==> src/rtl/mouse_pkg.sv <==
// Shared types and constants for the PS/2 mouse position tracker.
// Screen limits match the rectangle controller's 800x600 visible area.
package mouse_pkg;

    typedef enum logic [1:0] {
        WAIT_B0,
        WAIT_B1,
        WAIT_B2,
        UPDATE
    } mouse_state_t;

    localparam int LEFT_BIT  = 0;
    localparam int RIGHT_BIT = 1;
    localparam int SYNC_BIT  = 3;
    localparam int XSIGN_BIT = 4;
    localparam int YSIGN_BIT = 5;
    localparam int XOVF_BIT  = 6;
    localparam int YOVF_BIT  = 7;

    localparam int DEF_MAX_X = 799;
    localparam int DEF_MAX_Y = 599;

    localparam int POS_W = 12;
    localparam int ACC_W = 14;
    localparam int DLT_W = 9;

    // Header byte fields that matter once the packet is complete.
    typedef struct packed {
        logic yovf;
        logic xovf;
        logic ysign;
        logic xsign;
        logic right;
        logic left;
    } mouse_hdr_t;

endpackage

==> src/rtl/mouse_axis_accum.sv <==
// One axis of the position integrator: adds (or subtracts) a 9-bit signed
// delta and clamps the result to [0, MAX] before storing it.
module mouse_axis_accum
    import mouse_pkg::*;
#(
    parameter int MAX = DEF_MAX_X
) (
    input  logic             clk,
    input  logic             rst_n,
    input  logic [DLT_W-1:0] delta,
    input  logic             negate,
    input  logic             ovf,
    input  logic             load,
    output logic [POS_W-1:0] pos
);

    localparam logic [POS_W-1:0]        HOME  = POS_W'((MAX + 1) / 2);
    localparam logic signed [ACC_W-1:0] MAX_S = ACC_W'(MAX);

    logic signed [ACC_W-1:0] cur;
    logic signed [ACC_W-1:0] d_ext;
    logic signed [ACC_W-1:0] sum;
    logic signed [ACC_W-1:0] clamped;

    // 14 bits hold 0..MAX plus or minus 256 without wrapping, so the clamp
    // sees the true result.
    always_comb begin
        cur     = $signed({{(ACC_W-POS_W){1'b0}}, pos});
        d_ext   = ovf ? '0 : $signed({{(ACC_W-DLT_W){delta[DLT_W-1]}}, delta});
        sum     = negate ? (cur - d_ext) : (cur + d_ext);
        clamped = sum;
        if (sum < 0) begin
            clamped = '0;
        end else if (sum > MAX_S) begin
            clamped = MAX_S;
        end
    end

    // NOTE: state registers use non-blocking assignments so every flop
    // samples pre-edge values regardless of process ordering.
    always_ff @(posedge clk or negedge rst_n) begin
        if (!rst_n) begin
            pos <= HOME;
        end else if (load) begin
            pos <= clamped[POS_W-1:0];
        end
    end

endmodule

==> src/rtl/mouse_pos_tracker.sv <==
// Assembles 3-byte PS/2 mouse packets with sync and inter-byte timeout, and
// drives absolute clamped X/Y coordinates plus button levels.
module mouse_pos_tracker
    import mouse_pkg::*;
#(
    parameter int MAX_X          = DEF_MAX_X,
    parameter int MAX_Y          = DEF_MAX_Y,
    parameter int TIMEOUT_CYCLES = 80000
) (
    input  logic             clk,
    input  logic             rst_n,
    input  logic [7:0]       rx_data,
    input  logic             rx_valid,
    output logic [POS_W-1:0] mouse_x_position,
    output logic [POS_W-1:0] mouse_y_position,
    output logic             mouse_left,
    output logic             mouse_right,
    output logic             packet_valid
);

    localparam int CNT_W = $clog2(TIMEOUT_CYCLES + 1);
    localparam logic [CNT_W-1:0] CNT_LIMIT = CNT_W'(TIMEOUT_CYCLES);

    mouse_state_t     state_q, state_d;
    mouse_hdr_t       hdr_q;
    logic [7:0]       dx_lo_q, dy_lo_q;
    logic [CNT_W-1:0] cnt_q;
    logic             mid_packet, timeout_hit;
    logic             take_b0, take_b1, take_b2;

    assign mid_packet  = (state_q == WAIT_B1) || (state_q == WAIT_B2);
    assign timeout_hit = mid_packet && (cnt_q == CNT_LIMIT);

    // NOTE: every signal written here gets a default first, so no path
    // through the case can leave it unassigned and infer a latch.
    always_comb begin
        state_d = state_q;
        take_b0 = 1'b0;
        take_b1 = 1'b0;
        take_b2 = 1'b0;
        unique case (state_q)
            WAIT_B0: begin
                if (rx_valid && rx_data[SYNC_BIT]) begin
                    take_b0 = 1'b1;
                    state_d = WAIT_B1;
                end
            end
            WAIT_B1: begin
                if (timeout_hit) begin
                    state_d = WAIT_B0;
                end else if (rx_valid) begin
                    take_b1 = 1'b1;
                    state_d = WAIT_B2;
                end
            end
            WAIT_B2: begin
                if (timeout_hit) begin
                    state_d = WAIT_B0;
                end else if (rx_valid) begin
                    take_b2 = 1'b1;
                    state_d = UPDATE;
                end
            end
            UPDATE: state_d = WAIT_B0;
            default: state_d = WAIT_B0;
        endcase
    end

    always_ff @(posedge clk or negedge rst_n) begin
        if (!rst_n) begin
            state_q <= WAIT_B0;
        end else begin
            state_q <= state_d;
        end
    end

    always_ff @(posedge clk or negedge rst_n) begin
        if (!rst_n) begin
            hdr_q   <= '0;
            dx_lo_q <= '0;
            dy_lo_q <= '0;
        end else begin
            if (take_b0) begin
                hdr_q <= '{yovf:  rx_data[YOVF_BIT],
                           xovf:  rx_data[XOVF_BIT],
                           ysign: rx_data[YSIGN_BIT],
                           xsign: rx_data[XSIGN_BIT],
                           right: rx_data[RIGHT_BIT],
                           left:  rx_data[LEFT_BIT]};
            end
            if (take_b1) dx_lo_q <= rx_data;
            if (take_b2) dy_lo_q <= rx_data;
        end
    end

    // Counts idle cycles only while a packet is partially assembled.
    always_ff @(posedge clk or negedge rst_n) begin
        if (!rst_n) begin
            cnt_q <= '0;
        end else if (mid_packet && !take_b1 && !take_b2 && !timeout_hit) begin
            cnt_q <= cnt_q + CNT_W'(1);
        end else begin
            cnt_q <= '0;
        end
    end

    always_ff @(posedge clk or negedge rst_n) begin
        if (!rst_n) begin
            mouse_left   <= 1'b0;
            mouse_right  <= 1'b0;
            packet_valid <= 1'b0;
        end else begin
            packet_valid <= (state_q == UPDATE);
            if (state_q == UPDATE) begin
                mouse_left  <= hdr_q.left;
                mouse_right <= hdr_q.right;
            end
        end
    end

    mouse_axis_accum #(.MAX(MAX_X)) u_x_axis (
        .clk    (clk),
        .rst_n  (rst_n),
        .delta  ({hdr_q.xsign, dx_lo_q}),
        .negate (1'b0),
        .ovf    (hdr_q.xovf),
        .load   (state_q == UPDATE),
        .pos    (mouse_x_position)
    );

    // PS/2 reports up as positive; the screen grows downward.
    mouse_axis_accum #(.MAX(MAX_Y)) u_y_axis (
        .clk    (clk),
        .rst_n  (rst_n),
        .delta  ({hdr_q.ysign, dy_lo_q}),
        .negate (1'b1),
        .ovf    (hdr_q.yovf),
        .load   (state_q == UPDATE),
        .pos    (mouse_y_position)
    );

endmodule

==> config.mk <==
export PLATFORM = sky130hd
export DESIGN_NAME = mouse_pos_tracker
export DESIGN_NICKNAME = d
export VERILOG_FILES = /design/src/rtl/mouse_pkg.sv /design/src/rtl/mouse_axis_accum.sv /design/src/rtl/mouse_pos_tracker.sv
export SDC_FILE = /design/constraint.sdc
export NUM_CORES = 1
export LEC_CHECK = 0
export CAP_MARGIN = 20
export CELL_PAD_IN_SITES_DETAIL_PLACEMENT = 1
export CELL_PAD_IN_SITES_GLOBAL_PLACEMENT = 1
export CORE_ASPECT_RATIO = 1.2
export CORE_UTILIZATION = 42
export DETAILED_ROUTE_END_ITERATION = 8
export DONT_BUFFER_PORTS = 1
export GPL_TIMING_DRIVEN = 0
export PLACE_DENSITY_LB_ADDON = 0.1
export SLEW_MARGIN = 20
export SYNTH_ARGS = -nofsm -noshare
export SYNTH_HDL_FRONTEND = slang
export SYNTH_SLANG_ARGS = --single-unit
export TNS_END_PERCENT = 5
==> constraint.sdc <==
create_clock -name clk -period 4.1 [get_ports clk]
set_input_delay 0.41 -clock clk [delete_from_list [all_inputs] [get_ports clk]]
set_output_delay 0.41 -clock clk [all_outputs]
set_load 0.01 [all_outputs]
# == Word-level counts from Yosys, hierarchy flattened ==
# Index checks and enable logic that the tools add are counted.
# totals
regBits,68
in_bits,11
elab_cells,59
# classes
n_addsub,3
n_lt_le_gt_ge,4
n_eq_ne,7
mux,19
reduce_logical,11
# op_table
op,count
$mux 12,4
$gt 14x11->1 const B,2
$lt 14x1->1 const B,2
$mux 14,2
$add 17x1->17 const B,1
$eq 17x17->1 const B,1
$mux 17,1
$add 13x14->14,1
$sub 13x14->14,1
$mux 2,5
$pmux 2 s4,1
$mux 1,6
$ne 3x3->1 const B,2
$logic_and 1x1->1,5
$eq 2x2->1 const B,2
$logic_not 1->1,3
$reduce_and 3->1,1
$eq 2x1->1 const B,1
$logic_not 2->1,1
$ne 2x2->1 const B,1
$logic_or 1x1->1,1

# == Longest topological paths before layout ==
# Gate-level depths: netlist of run 1.
# logic_depth
depth_word,10
depth_mapped,12
depth_no_buf,10

# == By module ==
# From an unflattened synthesis of run 1, not the netlist that was laid out.
# unflattened
hier_cells,524
area_unflattened_um2,5021.1
# by_module_without_submodules
module,instances,cells_per_inst,area_per_inst_um2,seq_area_each_um2
mouse_pos_tracker,1,172,2064.5,1101.1
mouse_axis_accum at u_x_axis,1,185,1482.7,304.0
mouse_axis_accum at u_y_axis,1,167,1473.9,305.3

# == Worst setup path before layout of run 1 ==
# Ideal clock, no wire load.
# synth_path
path_kind,reg-to-reg
startpoint,register hdr_q[4] (netlist bit)
endpoint,register u_x_axis.pos[9]
setup_ns,0.145
arrival_ns,2.578
required_ns,3.955
path_slack_ns,1.377
stages_incl_launch_ff,11
n_path_buf,0
synth_period_minus_slack_ns,2.723
cell_sequence,dfrtp_1 nor2b_1 ha_1 fa_1 a21oi_1 o21ai_1 a2111oi_0 o211ai_1 and4_1 a32oi_1 o211ai_1
# synth_between
elab_chain_len,5
word_cells_on_any_way,6
# synth_lines
element,line_no,rtl
start: declaration,mouse_pos_tracker.sv:25,mouse_hdr_t hdr_q;
start signal: assignment,mouse_pos_tracker.sv:84,"hdr_q <= '{yovf: rx_data[YOVF_BIT],"
$mux 14 *,mouse_axis_accum.sv:29,"d_ext = ovf ? '0 : $signed({{(ACC_W-DLT_W){delta[DLT_W-1]}}, delta});"
$add 13x14->14 *,mouse_axis_accum.sv:30,sum = negate ? (cur - d_ext) : (cur + d_ext);
$gt 14x11->1,mouse_axis_accum.sv:34,end else if (sum > MAX_S) begin
$mux 12,mouse_axis_accum.sv:34,
$mux 12 *,mouse_axis_accum.sv:32,if (sum < 0) begin
end signal: assignment,mouse_axis_accum.sv:45,pos <= clamped[POS_W-1:0];
end: declaration,mouse_axis_accum.sv:14,output logic [POS_W-1:0] pos
# Every way passes the cells marked *; elsewhere a longest branch is shown, timed or not.
# A chain may end at the register's enable or synchronous reset.

# == Worst setup path after layout of run 1 ==
# layout_path
startpoint,register hdr_q[4] (netlist bit)
endpoint,register u_x_axis.pos[2]
# The elaborated chain is that of the path after synthesis.

==> reports/results.ini, run 1 <==
[critical_path]
crit_arrival_ns = 3.49
cp-end-kind = register
critPathMaxStageDelay_ns = 0.55
cp.required_ns = 4.27
path_delay_family = compound AO/OA/AOI/OAI gates
cp_max_fo = 10
worstPathCellList = nor2b_1 -> ha_1 -> fa_1 -> a21oi_1 -> o21ai_1 -> a2111oi_0 -> o211ai_1 -> and4_1 -> a32oi_1 -> nand3_1
cpMaxStageDelayCell = a32oi_1
critPathBufInv = 0
crit_type = register to register
start_kind = register

[sta]
setup-violations-final = 0
fin_crit_sh_pct = 80.9
slew_headroom_pct = 54.3
worst_pin_slew_ns = 0.666
finalHoldViolCount = 0
drv_slew = 0
min_period_ns = 3.32
fin_tns_setup_ns = 0
fin_skew_ns = 0.00568
clock.fmax_ghz = 0.302
rsz0062_at_grt = no

[placed_design]
dp.cells = 573
io_buffers = 0
dp_hpwl_mm = 8.03
place.gp.congestion = 0.840

[finish]
fin_cells = 591
drive_gt1_share_pct = 15.3
fillers = 1139
antenna_cells = 0
fin_nets = 507
area_delta_synth_final_pct = 12.0

[job]
drv_cap = 0

[detailed_routing]
vias = 3489
first_iter_violations = 87
drc = 0
drt-total-wl_mm = 10.9
viasPerCell = 5.90
wire_per_inst_um = 18.4
ant_nets = 0
drt_pass1_iterations = 4

[yosys]
ys_warn_count = 0
syn_inst = 447
yosys.area_share.simple_pct = 17.7
syn-cell-area_sq_um = 4450
synth_top_family_by_area = simple AND/OR/NAND/NOR gates
async_flop_share_pct = 100
syn_avg_cell_area_sq_um = 9.95
seq_area_frac_synth_pct = 38.5
synth-xor-area-share_pct = 6.50
synth_cell_types = 71
synthMuxAreaShare_pct = 6.78
synthAdderAreaFrac_pct = 10.5
synthesis.nets = 494
synth_compound_area_share_pct = 16.8
synth_edf_count = 0
synth_seq_cells = 68
ys.flop_type = dfrtp_1

[clock_network]
root_buffer = clkbuf_16
htreeDepth = 3
cts_buffers = 9
cts.path.max_buffers = 2
cts_tree = done
clock_latency_ns = 0.33
clkSinkCount = 68
clk_pin_slew_ns = 0.06
post_cts_resized = 0

[power]
p_leak_nw = 2.16
vdd_drop_max_mv = 0.366
p_per_area_nw_per_um2 = 875

[outcome]
status = completed

[die]
die_area_sq_um = 11000
die_h_um = 115
initial_core_util_pct = 43.8
coreArea_sq_um = 10200
rows = 40
fp.dieW_um = 95.9
io_pins = 38

[global_route]
grt_max_degree = 69
track_usage_pct = 21.7
grt_first_pass_wirelength_mm = 18.2
first_global_vias = 3627
antenna_found_initial = 0
grt_overflow_total = 0

[worst_hold_path]
hold_class = input port to register

## per-layer routing
layer | part of all wire, % | GRT usage (%) | vias to the layer above
li1 | - | - | 1665
met1 | 44 | 26.7 | 1742
met2 | 49 | 36.5 | 66
met3 | 4.5 | 5.69 | 16
met4 | 2.0 | 8.06 | 0
met5 | 0 | 0 | -
## timing repair
action,CTS,global route
hold buffers,2,0
hold endpoints to repair,68,0
buffers inserted,0,0
## registers in the layout, indices dropped and copies added, names as in the netlist
name / cells
u_y_axis.pos: 12
mouse_right: 1
packet_valid: 1
dx_lo_q: 8
state_q: 2
hdr_q: 6
dy_lo_q: 8
mouse_left: 1
cnt_q: 17
u_x_axis.pos: 12
## power by group
group	total, mW	internal [mW]	switching [mW]
Sequential	1.11	0.900	0.213
Clock	0.875	0.583	0.292
Combinational	2.37	0.981	1.39
## cell families (layout without fill, tap and decap cells)
group                      Yosys count  count (layout)
and+or+nand+nor                    142             142
AOI/OAI and AO/OA                  106             106
DFF                                 68              68
adders and majority gates           36              36
buffers and inverters               35              53
xor gates and xnor gates            33              33
muxes                               27              27
## final timing paths
| check | startpoint | end | slack (ns) | cells after the start |
|---|---|---|---|---|
| setup / recovery | hdr_q[4] | u_x_axis.pos[2] | 0.78 | 10 |
| max in group asynchronous | rst_n | u_x_axis.pos[8] | 3.11 | 2 |
| hold reg to reg | hdr_q[1] | mouse_right | 0.50 | 1 |
| min in group asynchronous | rst_n | u_y_axis.pos[10] | 0.63 | 2 |
| setup reg to reg | hdr_q[4] | u_x_axis.pos[2] | 0.78 | 10 |
| hold / removal | rx_data[1] | hdr_q[1] | 0.23 | 1 |
## cell type report
type / instances / area, sq um / area share [%]
multi-input cells: 344 / 2590 / 52.1
flip-flops and latches: 68 / 1710 / 34.3
clock buffers: 13 / 270 / 5.43
well taps: 126 / 158 / 3.17
inverters: 24 / 90.1 / 1.81
clock inverters: 3 / 67.6 / 1.36
plain buffers: 11 / 53.8 / 1.08
repair buffers: 2 / 37.5 / 0.754
## placed cells by master, fill, tap and decap left out, types with 6 or more instances in the layout
cell type and instances:
nand4_1 7, a211oi_1 6, nor2b_1 18, xor2_1 16, inv_1 23, a21oi_1 20, clkbuf_16 9, o21ai_0 17
nor3_1 9, nand3_1 13, o211ai_1 7, dfrtp_1 61, ha_1 34, or2_2 6, nor2_1 33, nand2_1 18
mux2_2 25, nand2b_1 11, xnor2_1 17, dfstp_2 7
## metrics by stage
step | power, mW | setup WS (ns) | hold slack [ns] | area [sq um] | utilization, %
6_report | 4.36 | 0.784 | 0.226 | 4980 | 49.0
3_5_place_dp | 3.46 | 0.807 | 0.116 | 4610 | 45.3
4_1_cts | 4.38 | 0.770 | 0.213 | 4980 | 49.0
3_3_place_gp | 3.38 | 0.826 | 0.116 | 4610 | 45.3
2_1_floorplan | 2.91 | 1.38 | 0.114 | 4450 | -
5_1_grt | 4.71 | 0.564 | 0.213 | 4980 | 49.0
## synthesized netlist by cell type (3+ instances only)
cell | instances | area share [%]
inv_1 | 23 | 1.9
buf_2 | 4 | 0.45
a211oi_1 | 6 | 1.0
xor2_1 | 16 | 3.2
nor2b_1 | 18 | 2.5
a32o_1 | 4 | 0.90
o21a_1 | 4 | 0.68
o31a_1 | 3 | 0.59
o211ai_1 | 7 | 1.2
and4_1 | 3 | 0.59
dfstp_2 | 7 | 4.1
clkbuf_1 | 4 | 0.34
nand2b_1 | 11 | 1.5
dfrtp_1 | 61 | 34
nand3_1 | 13 | 1.5
and3_1 | 5 | 0.70
a21oi_1 | 20 | 2.3
nand4_1 | 7 | 0.98
a31oi_1 | 4 | 0.56
ha_1 | 34 | 9.6
xnor2_1 | 17 | 3.3
or2_2 | 6 | 0.84
mux2_2 | 25 | 6.3
nor3_1 | 9 | 1.0
nor4_1 | 3 | 0.42
a22oi_1 | 5 | 0.84
nand2_1 | 18 | 1.5
o21ai_1 | 3 | 0.34
a21o_1 | 4 | 0.68
o21ai_0 | 17 | 1.9
nor2_1 | 33 | 2.8
Power figures use the tool's default switching activity.
==> run 2, diff against run 1 <==
==> constraint.sdc (replaced) <==
create_clock -name clk -period 3.2 [get_ports clk]
set_input_delay 0.32 -clock clk [delete_from_list [all_inputs] [get_ports clk]]
set_output_delay 0.32 -clock clk [all_outputs]
set_load 0.01 [all_outputs]
==> run 2 against run 1 <==
  * Count of clock-buffer cells in the layout unchanged
  * Final area increased by 1.7%
  * Wire length increased by 1.7%
  * Largest power group unchanged
  * Critical endpoint is now u_x_axis.pos[9]
==> reports/results.ini, run 2 (synthesis gave the netlist of run 1 again) <==
[outcome]
status = completed

[placed_design]
place_area_sq_um = 4610
place.gp.congestion = 0.840
io_buffers = 0
dp_hpwl_mm = 8.03

[sta]
fin_crit_sh_pct = 94.6
whs_ns = 0.134
fin_skew_ns = 0.00735
slew_headroom_pct = 56.4
worst_pin_slew_ns = 0.654
finalHoldViolCount = 0
setup-violations-final = 0
fin_tns_setup_ns = 0
min_period_ns = 3.03
clock.fmax_ghz = 0.330
drv_slew = 0

[clock_network]
cts_buffers = 9
cts.path.max_buffers = 2
clk_pin_slew_ns = 0.06
clkSinkCount = 68
cts_tree = done
htreeDepth = 3
root_buffer = clkbuf_16
clock_latency_ns = 0.33

[finish]
antenna_cells = 0
seq_area_sq_um = 1710
area_delta_synth_final_pct = 13.9
multi_input_area_sq_um = 2670
stdcell_area_sq_um = 5070
fin_nets = 508
drive_gt1_share_pct = 17.8
layout_commonest_cell = dfrtp_1
largest_reg_flops = 17
regMostFlops = cnt_q
layout_common_cells = dfrtp_1, ha_1, nor2_1
fillers = 1130
reg.largest.list = cnt_q: 17 flops, u_x_axis.pos: 12 flops, u_y_axis.pos: 12 flops

[power]
vdd_drop_max_mv = 0.468
p_per_area_nw_per_um2 = 1130
p_leak_nw = 2.17

[worst_hold_path]
hold_end = hdr_q[1]
hold_depth = 1
worst_hold_startpoint = rx_data[1]
hold_class = input port to register

[critical_path]
r2r_end = u_x_axis.pos[9]
reg2reg_slack_ns = 0.17
reg2reg_from = dx_lo_q[0]
cp.required_ns = 3.39
crit_arrival_ns = 3.22
r2r_cells = 10
cp-end-kind = register
crit_type = register to register
start_kind = register
cp_max_fo = 5

[detailed_routing]
viasPerCell = 5.86
first_iter_violations = 86
drt-total-wl_mm = 11.0
vias = 3469
wire_per_inst_um = 18.6
drt_pass1_iterations = 6
ant_nets = 0
drc = 0

[global_route]
grt_overflow_total = 0
antenna_found_initial = 0
first_global_vias = 3640
track_usage_pct = 21.8
grt_first_pass_wirelength_mm = 18.3
grt_max_degree = 69

[die]
io_pins = 38
die_area_sq_um = 11000
die_h_um = 115
coreArea_sq_um = 10200
initial_core_util_pct = 43.8
rows = 40
fp.dieW_um = 95.9

[job]
drv_cap = 0

==> run 2: cell type report <==
class                           count  share of cell area, %
Clock buffer                       13                   5.33
Inverter                           24                   1.78
Sequential cell                    68                   33.8
Tap cell                          126                   3.11
Timing Repair Buffer                3                  0.889
Multi-Input combinational cell    344                   52.6
Clock inverter                      3                   1.33
Buffer                             11                   1.11
==> run 2: what timing repair did <==
item	4_1_cts	5_1_grt
pin swaps	0	1
setup endpoints to repair	7	20
endpoints found under the hold margin	68	0
buffers inserted	0	1
hold buffers	2	0
resized for setup	3	14
==> run 2: metal layers <==
layer / GRT usage [%] / routed length [um]
met4: 8.36 / 228
met3: 5.82 / 487
met2: 36.5 / 5420
met1: 26.8 / 4890
met5: 0 / 0
==> run 2: critical path: stages (launching register included) <==
cell and delay, ns:
dfrtp_1 0.38, nor2b_1 0.14, ha_1 0.22, fa_1 0.44, a21oi_1 0.18, o21ai_1 0.16
a2111oi_0 0.46, o211ai_1 0.15, and4_1 0.28, a32oi_4 0.34, o211ai_1 0.13
==> run 2: through the flow <==
stage,instances,util (%),setup slack (ns),power [mW]
3_5_place_dp,573,45.3,-0.0929,4.43
5_1_grt,592,49.9,-0.0217,6.18
3_3_place_gp,573,45.3,-0.0738,4.33
6_report,592,49.9,0.173,5.71
2_1_floorplan,447,-,0.477,3.73
4_1_cts,591,49.1,0.00593,5.63
==> run 2: worst max-delay path by stage <==
stage,startpoint,endpoint,slack (ns),cells past startpoint
3_5_place_dp,hdr_q[4],u_x_axis.pos[8],-0.09,10
4_1_cts,hdr_q[4],u_x_axis.pos[5],0.006,10
6_report,dx_lo_q[0],u_x_axis.pos[9],0.17,10
2_1_floorplan,hdr_q[4],u_x_axis.pos[9],0.48,10
5_1_grt,hdr_q[4],u_x_axis.pos[6],-0.02,10
3_3_place_gp,hdr_q[4],u_x_axis.pos[9],-0.07,10
==> run 2: power breakdown <==
group | switching, mW | internal, mW | leakage (nW)
sequential | 0.275 | 1.16 | 0.854
clock | 0.374 | 0.746 | 0.162
combinational | 1.86 | 1.30 | 1.15
